### src/rtl/undo_stack_p.sv
// undo_stack_p -- parametrised LIFO undo history for the pipelined AXA core.
//
// The ALU stage pushes a destination register's old value before it is
// overwritten. The recovery path pops entries back, or peeks at them by depth.
// Storage is a circular array, so with OVERWRITE=1 a push into a full stack
// silently drops the oldest entry.
//
// Parameters:
//   WIDTH     bits per entry
//   DEPTH     number of entries (power of 2, >= 2)
//   OVERWRITE 1: push when full drops the oldest entry; 0: push when full is rejected
//
// Ports:
//   clk        rising-edge clock
//   reset      synchronous active-high reset
//   push       push request, with push_data
//   pop        pop request; the result appears on pop_data/pop_valid after the edge
//   pop_data   last popped value, held until the next successful pop
//   pop_valid  one-cycle pulse, pop_data updated
//   count      occupancy 0..DEPTH; empty/full decoded from it
//   ovf        one-cycle pulse: push while full
//   unf        one-cycle pulse: pop while empty
//   peek_idx   depth from top, 0 = top                    (UNDO_PEEK_EN only)
//   peek_data  registered peek result                     (UNDO_PEEK_EN only)
//   peek_valid peek_idx < count at the sampling edge      (UNDO_PEEK_EN only)
//
// Optional feature macro: UNDO_PEEK_EN adds the peek read port.

module undo_stack_p #(
  parameter int WIDTH     = 16,
  parameter int DEPTH     = 16,
  parameter int OVERWRITE = 1
) (
  input  logic                     clk,
  input  logic                     reset,
  input  logic                     push,
  input  logic [WIDTH-1:0]         push_data,
  input  logic                     pop,
  output logic [WIDTH-1:0]         pop_data,
  output logic                     pop_valid,
  output logic [$clog2(DEPTH):0]   count,
  output logic                     empty,
  output logic                     full,
  output logic                     ovf,
  output logic                     unf
`ifdef UNDO_PEEK_EN
  ,
  input  logic [$clog2(DEPTH)-1:0] peek_idx,
  output logic [WIDTH-1:0]         peek_data,
  output logic                     peek_valid
`endif
);

  localparam int PW = $clog2(DEPTH);
  localparam int CW = PW + 1;

  logic [WIDTH-1:0] mem [DEPTH];
  logic [PW-1:0]    top;
  logic [PW-1:0]    top_m1;
  logic [CW-1:0]    cnt;

  logic             do_pop;
  logic             do_replace;
  logic             mem_we;
  logic [PW-1:0]    mem_waddr;

  assign top_m1 = top - 1'b1;
  assign count  = cnt;
  assign empty  = (cnt == '0);
  assign full   = (cnt == CW'(DEPTH));

  // A push together with a pop on a non-empty stack replaces the top entry
  // in place; it never counts as an overflow.
  assign do_pop     = pop && !empty;
  assign do_replace = do_pop && push;

  always_comb begin
    mem_we    = 1'b0;
    mem_waddr = top;
    if (!reset) begin
      if (do_replace) begin
        mem_we    = 1'b1;
        mem_waddr = top_m1;
      end else if (push && (!full || OVERWRITE != 0)) begin
        mem_we    = 1'b1;
      end
    end
  end

  // Storage has no reset so it can map onto a plain RAM.
  always_ff @(posedge clk) begin
    if (mem_we) begin
      mem[mem_waddr] <= push_data;
    end
  end

  always_ff @(posedge clk) begin
    if (reset) begin
      top       <= '0;
      cnt       <= '0;
      pop_data  <= '0;
      pop_valid <= 1'b0;
      ovf       <= 1'b0;
      unf       <= 1'b0;
    end else begin
      pop_valid <= 1'b0;
      ovf       <= 1'b0;
      unf       <= 1'b0;
      if (do_pop) begin
        pop_data  <= mem[top_m1];
        pop_valid <= 1'b1;
        if (!push) begin
          top <= top_m1;
          cnt <= cnt - 1'b1;
        end
      end else begin
        // Pop on an empty stack flags underflow; any push still goes ahead.
        if (pop) begin
          unf <= 1'b1;
        end
        if (push) begin
          if (!full) begin
            top <= top + 1'b1;
            cnt <= cnt + 1'b1;
          end else begin
            ovf <= 1'b1;
            // Overwriting advances top onto the oldest slot; count stays DEPTH.
            if (OVERWRITE != 0) begin
              top <= top + 1'b1;
            end
          end
        end
      end
    end
  end

`ifdef UNDO_PEEK_EN
  // Peek reads pre-update state, so a same-cycle push/pop is not visible.
  always_ff @(posedge clk) begin
    if (reset) begin
      peek_data  <= '0;
      peek_valid <= 1'b0;
    end else begin
      peek_data  <= mem[top_m1 - peek_idx];
      peek_valid <= ({1'b0, peek_idx} < cnt);
    end
  end
`endif

endmodule

### config.mk
export PLATFORM = sky130hd
export DESIGN_NAME = undo_stack_p
export DESIGN_NICKNAME = d
export VERILOG_FILES = /design/src/rtl/undo_stack_p.sv
export SDC_FILE = /design/constraint.sdc
export NUM_CORES = 1
export LEC_CHECK = 0
export BUFFER_PORTS_ARGS = -buffer_cell sky130_fd_sc_hd__buf_2
export CAP_MARGIN = 30
export CORE_ASPECT_RATIO = 2
export CORE_MARGIN = 2
export CORE_UTILIZATION = 44
export CTS_CLUSTER_DIAMETER = 50
export CTS_CLUSTER_SIZE = 40
export DETAILED_ROUTE_END_ITERATION = 7
export PLACE_DENSITY = 0.67
export SLEW_MARGIN = 15
export SYNTH_ARGS = -nofsm -noshare
export SYNTH_HDL_FRONTEND = slang
export SYNTH_SLANG_ARGS = --single-unit
### constraint.sdc
create_clock -name clk -period 3.8 [get_ports clk]
set_clock_uncertainty 0.15 [all_clocks]
set_input_delay 1.14 -clock clk [delete_from_list [all_inputs] [get_ports clk]]
set_output_delay 1.14 -clock clk [all_outputs]
set_load 0.005 [all_outputs]
==> results.md <==
* Outcome: finished, final reports clean
* Worst-Skew Late Latency at 0.53 ns
* Fin crit share at 86.9%
* Die Y at 229 um
* CP endpoint kind: flop
* TNS Setup at 0 ns
* WP buf/inv at 2
* Number of diodes at 0
* R2R depth at 9
* Area of placed instances at 0.0120 mm^2
* TritonCTS clock tree: built
* CP Class: reg -> reg
* Worst path max stage delay at 0.58 ns
* Area grow syn2layout at 12.4%
* Post-CTS setup buffers at 0
* Slew headroom at 44.4%
* Max Slew Vio Count at 0
* Synth Cell Area at 0.0111 mm^2
* Synthesis warning total at 0
* Cell with the most instances after synthesis: edfxtp_1
* NumNets Final at 693
* Post-synth EDFFs at 256
* Critical path arrival at 3.36 ns
* Ys async rst share at 0%
* Post-Syn Area per Cell at 18.8 um^2
* CTS max path bufs at 3
* Top delay family on crit path: simple AND/OR/NAND/NOR gates
* CP Max Fanout at 10
* # hold bufs at CTS at 0
* Worst Setup SP: count[1]
* Max-capacitance violation count at 0
* Peak supply drop at 0.000375 V
* Total track usage at 19.2%
* Pin count of the biggest net entering global routing at 59
* Overflow after GRT at 0
* Post-CTS sizing at 0
* # setup viols final at 0
* Final core occ at 50.1%
* Vias in the first global route at 6037
* First-pass GRT wire length at 37.2 mm
* Die width at 116 um
* Worst setup margin at 0.496 ns
* R2R Path End: mem[4][4]
* #FFs+latches synth at 284
* H-Tree Depth at 1
* Yosys cell types at 42
* Routed wire length at 24.5 mm
* Initial Utilization at 44.6%
* Mean routed wirelength per cell at 24.3 um
* FP Rows at 82
* RSZ-0062 raised after global routing: false
* DRT iter0 DRCs at 534
* Top cells by count, synth: edfxtp_1 (256), nand2_1 (75), mux4_2 (64), a21oi_1 (35), dfxtp_1 (28)
* WP data required at 3.86 ns
* Drt first pass iters at 5
* Layout cells sized above 1 at 29.8%
* Synth top area cells: edfxtp_1 (69%), mux4_2 (13%), dfxtp_1 (5.0%), nand2_1 (2.5%), a21oi_1 (1.6%)
* Multi-input logic area at 0.00272 mm^2
* Final hold violation count at 0
* Total Die Area at 0.0266 mm^2
* Setup WS pre-CTS at 0.380 ns
* Worst Tran Pin Value at 0.834 ns
* PortBufs at 45
* Worst r2r src: count[1]
* Initial antenna violation count at 0
* Inserted Clock Buffers at 14
* LEAKAGE at 4.27 nW
* Cells after Synth at 592
* Final min period at 3.30 ns
* CP Depth at 9
* Core area at 0.0249 mm^2
* Worst-path clk slew at 0.12 ns
* Final ANT Viol Nets at 0
* CP endpoint: mem[4][4]
* Via Count at 5538
* I/O pin cnt at 46
* Final instance area at 0.0125 mm^2
* DRC viols at 0
* Sequential cell area fraction in the yosys report at 74.2%
* Reg2Reg Setup Slack at 0.50 ns
* CP max-delay cell: or4_4
* Top_reg_cell synth: edfxtp_1
* Via/cell ratio at 5.49
* HPWL Detailed at 17.1 mm
* Post-synth net total at 621
* FF/Latch Area at 0.00825 mm^2
* Fill cells at 2029
* Area share of the largest cell type after synthesis at 69.1%
* P per Cell Area at 725 mW/mm^2
* CTS root buf: clkbuf_16
* CTS sink cnt at 284
* Fmax at 0.303 GHz
* Routability cong. at 0.799
* Worst hold path class: reg -> reg
* Yosys top cell by area: edfxtp_1
* CP startpoint kind: flop
* Crit path cell chain: or4_4, o21ai_4, inv_1, ha_1, xnor2_1, nor3b_1, nand2_1, nor2_2, buf_4
-- metal layers --
layer | up-vias | track usage, % | share of wire [%]
met5 | - | 0 | 0
met4 | 0 | 11.2 | 6.1
met3 | 53 | 1.78 | 3.3
met2 | 162 | 35.4 | 57
met1 | 2857 | 20.7 | 34
li1 | 2466 | - | -
-- power breakdown --
| part | total (W) | internal, W | switching (W) |
|---|---|---|---|
| clock | 0.00196 | 0.000878 | 0.00108 |
| sequential | 0.00386 | 0.00367 | 0.000188 |
| combinational | 0.00325 | 0.00145 | 0.00180 |
| total | 0.00907 | 0.00600 | 0.00307 |
-- layout make-up --
class	instances	share of cell area, %
inverter	4	0.120
sequential	284	66.0
timing repair buffer	85	4.40
clock inverter	9	1.36
tap	336	3.36
clock buffer	15	3.00
multi-input combinational	275	21.7
-- how the worst min path moves through the flow --
stage | from | end | slack [ns] | cells after the start
finish | pop_data[15] | pop_data[15] | 0.32 | 1
global route | pop_data[14] | pop_data[14] | 0.36 | 1
CTS | pop_data[15] | pop_data[15] | 0.33 | 1
detailed placement | pop_data[15] | pop_data[15] | 0.30 | 1
global placement | pop_data[0] | pop_data[0] | 0.30 | 1
floorplan | pop_data[2] | pop_data[2] | 0.31 | 1
-- layout by cell type, fill, tap and decap left out, types with 7 or more instances in the layout --
| cell type | count |
|---|---|
| ha_1 | 7 |
| mux4_2 | 64 |
| nor2_2 | 13 |
| dfxtp_1 | 27 |
| clkbuf_16 | 15 |
| nor2_1 | 14 |
| buf_2 | 45 |
| nand2_1 | 75 |
| edfxtp_1 | 256 |
| a21oi_1 | 35 |
| buf_4 | 38 |
| a211o_1 | 16 |
-- kinds of logic (layout without fill, tap and decap cells) --
kind of cell	after synthesis	count (layout)	synth area share [%]
adders and majority gates	9	9	1.08
buffers and inverters	33	113	1.82
DFF	284	284	74.2
AOI/OAI and AO/OA	62	62	3.61
muxes	70	70	13.5
and+or+nand+nor	120	120	4.68
xor gates and xnor gates	14	14	1.10
-- worst register-to-register path, delay by kind of cell, from the launching register on --
kind	cells	cell delay, ns
simple gates	4	1.47
buf+inv	2	0.34
flops	1	0.39
xor+xnor	1	0.17
fa+ha+maj	1	0.21
compound gates	1	0.28
-- sequential cells by signal, summed over array words and instances, names as in the netlist --
register / flops
pop_data: 16
ovf: 1
mem: 256
unf: 1
top: 4
pop_valid: 1
count: 5
-- through the flow --
step / hold WS (ns) / cells / total power, W
floorplan: 0.311 / 592 / 0.00620
global placement: 0.295 / 984 / 0.00713
detailed placement: 0.298 / 984 / 0.00721
CTS: 0.325 / 1008 / 0.00917
global route: 0.357 / 1008 / 0.00953
finish: 0.324 / 1008 / 0.00907
Note: power is estimated with default switching activity, not from simulation.
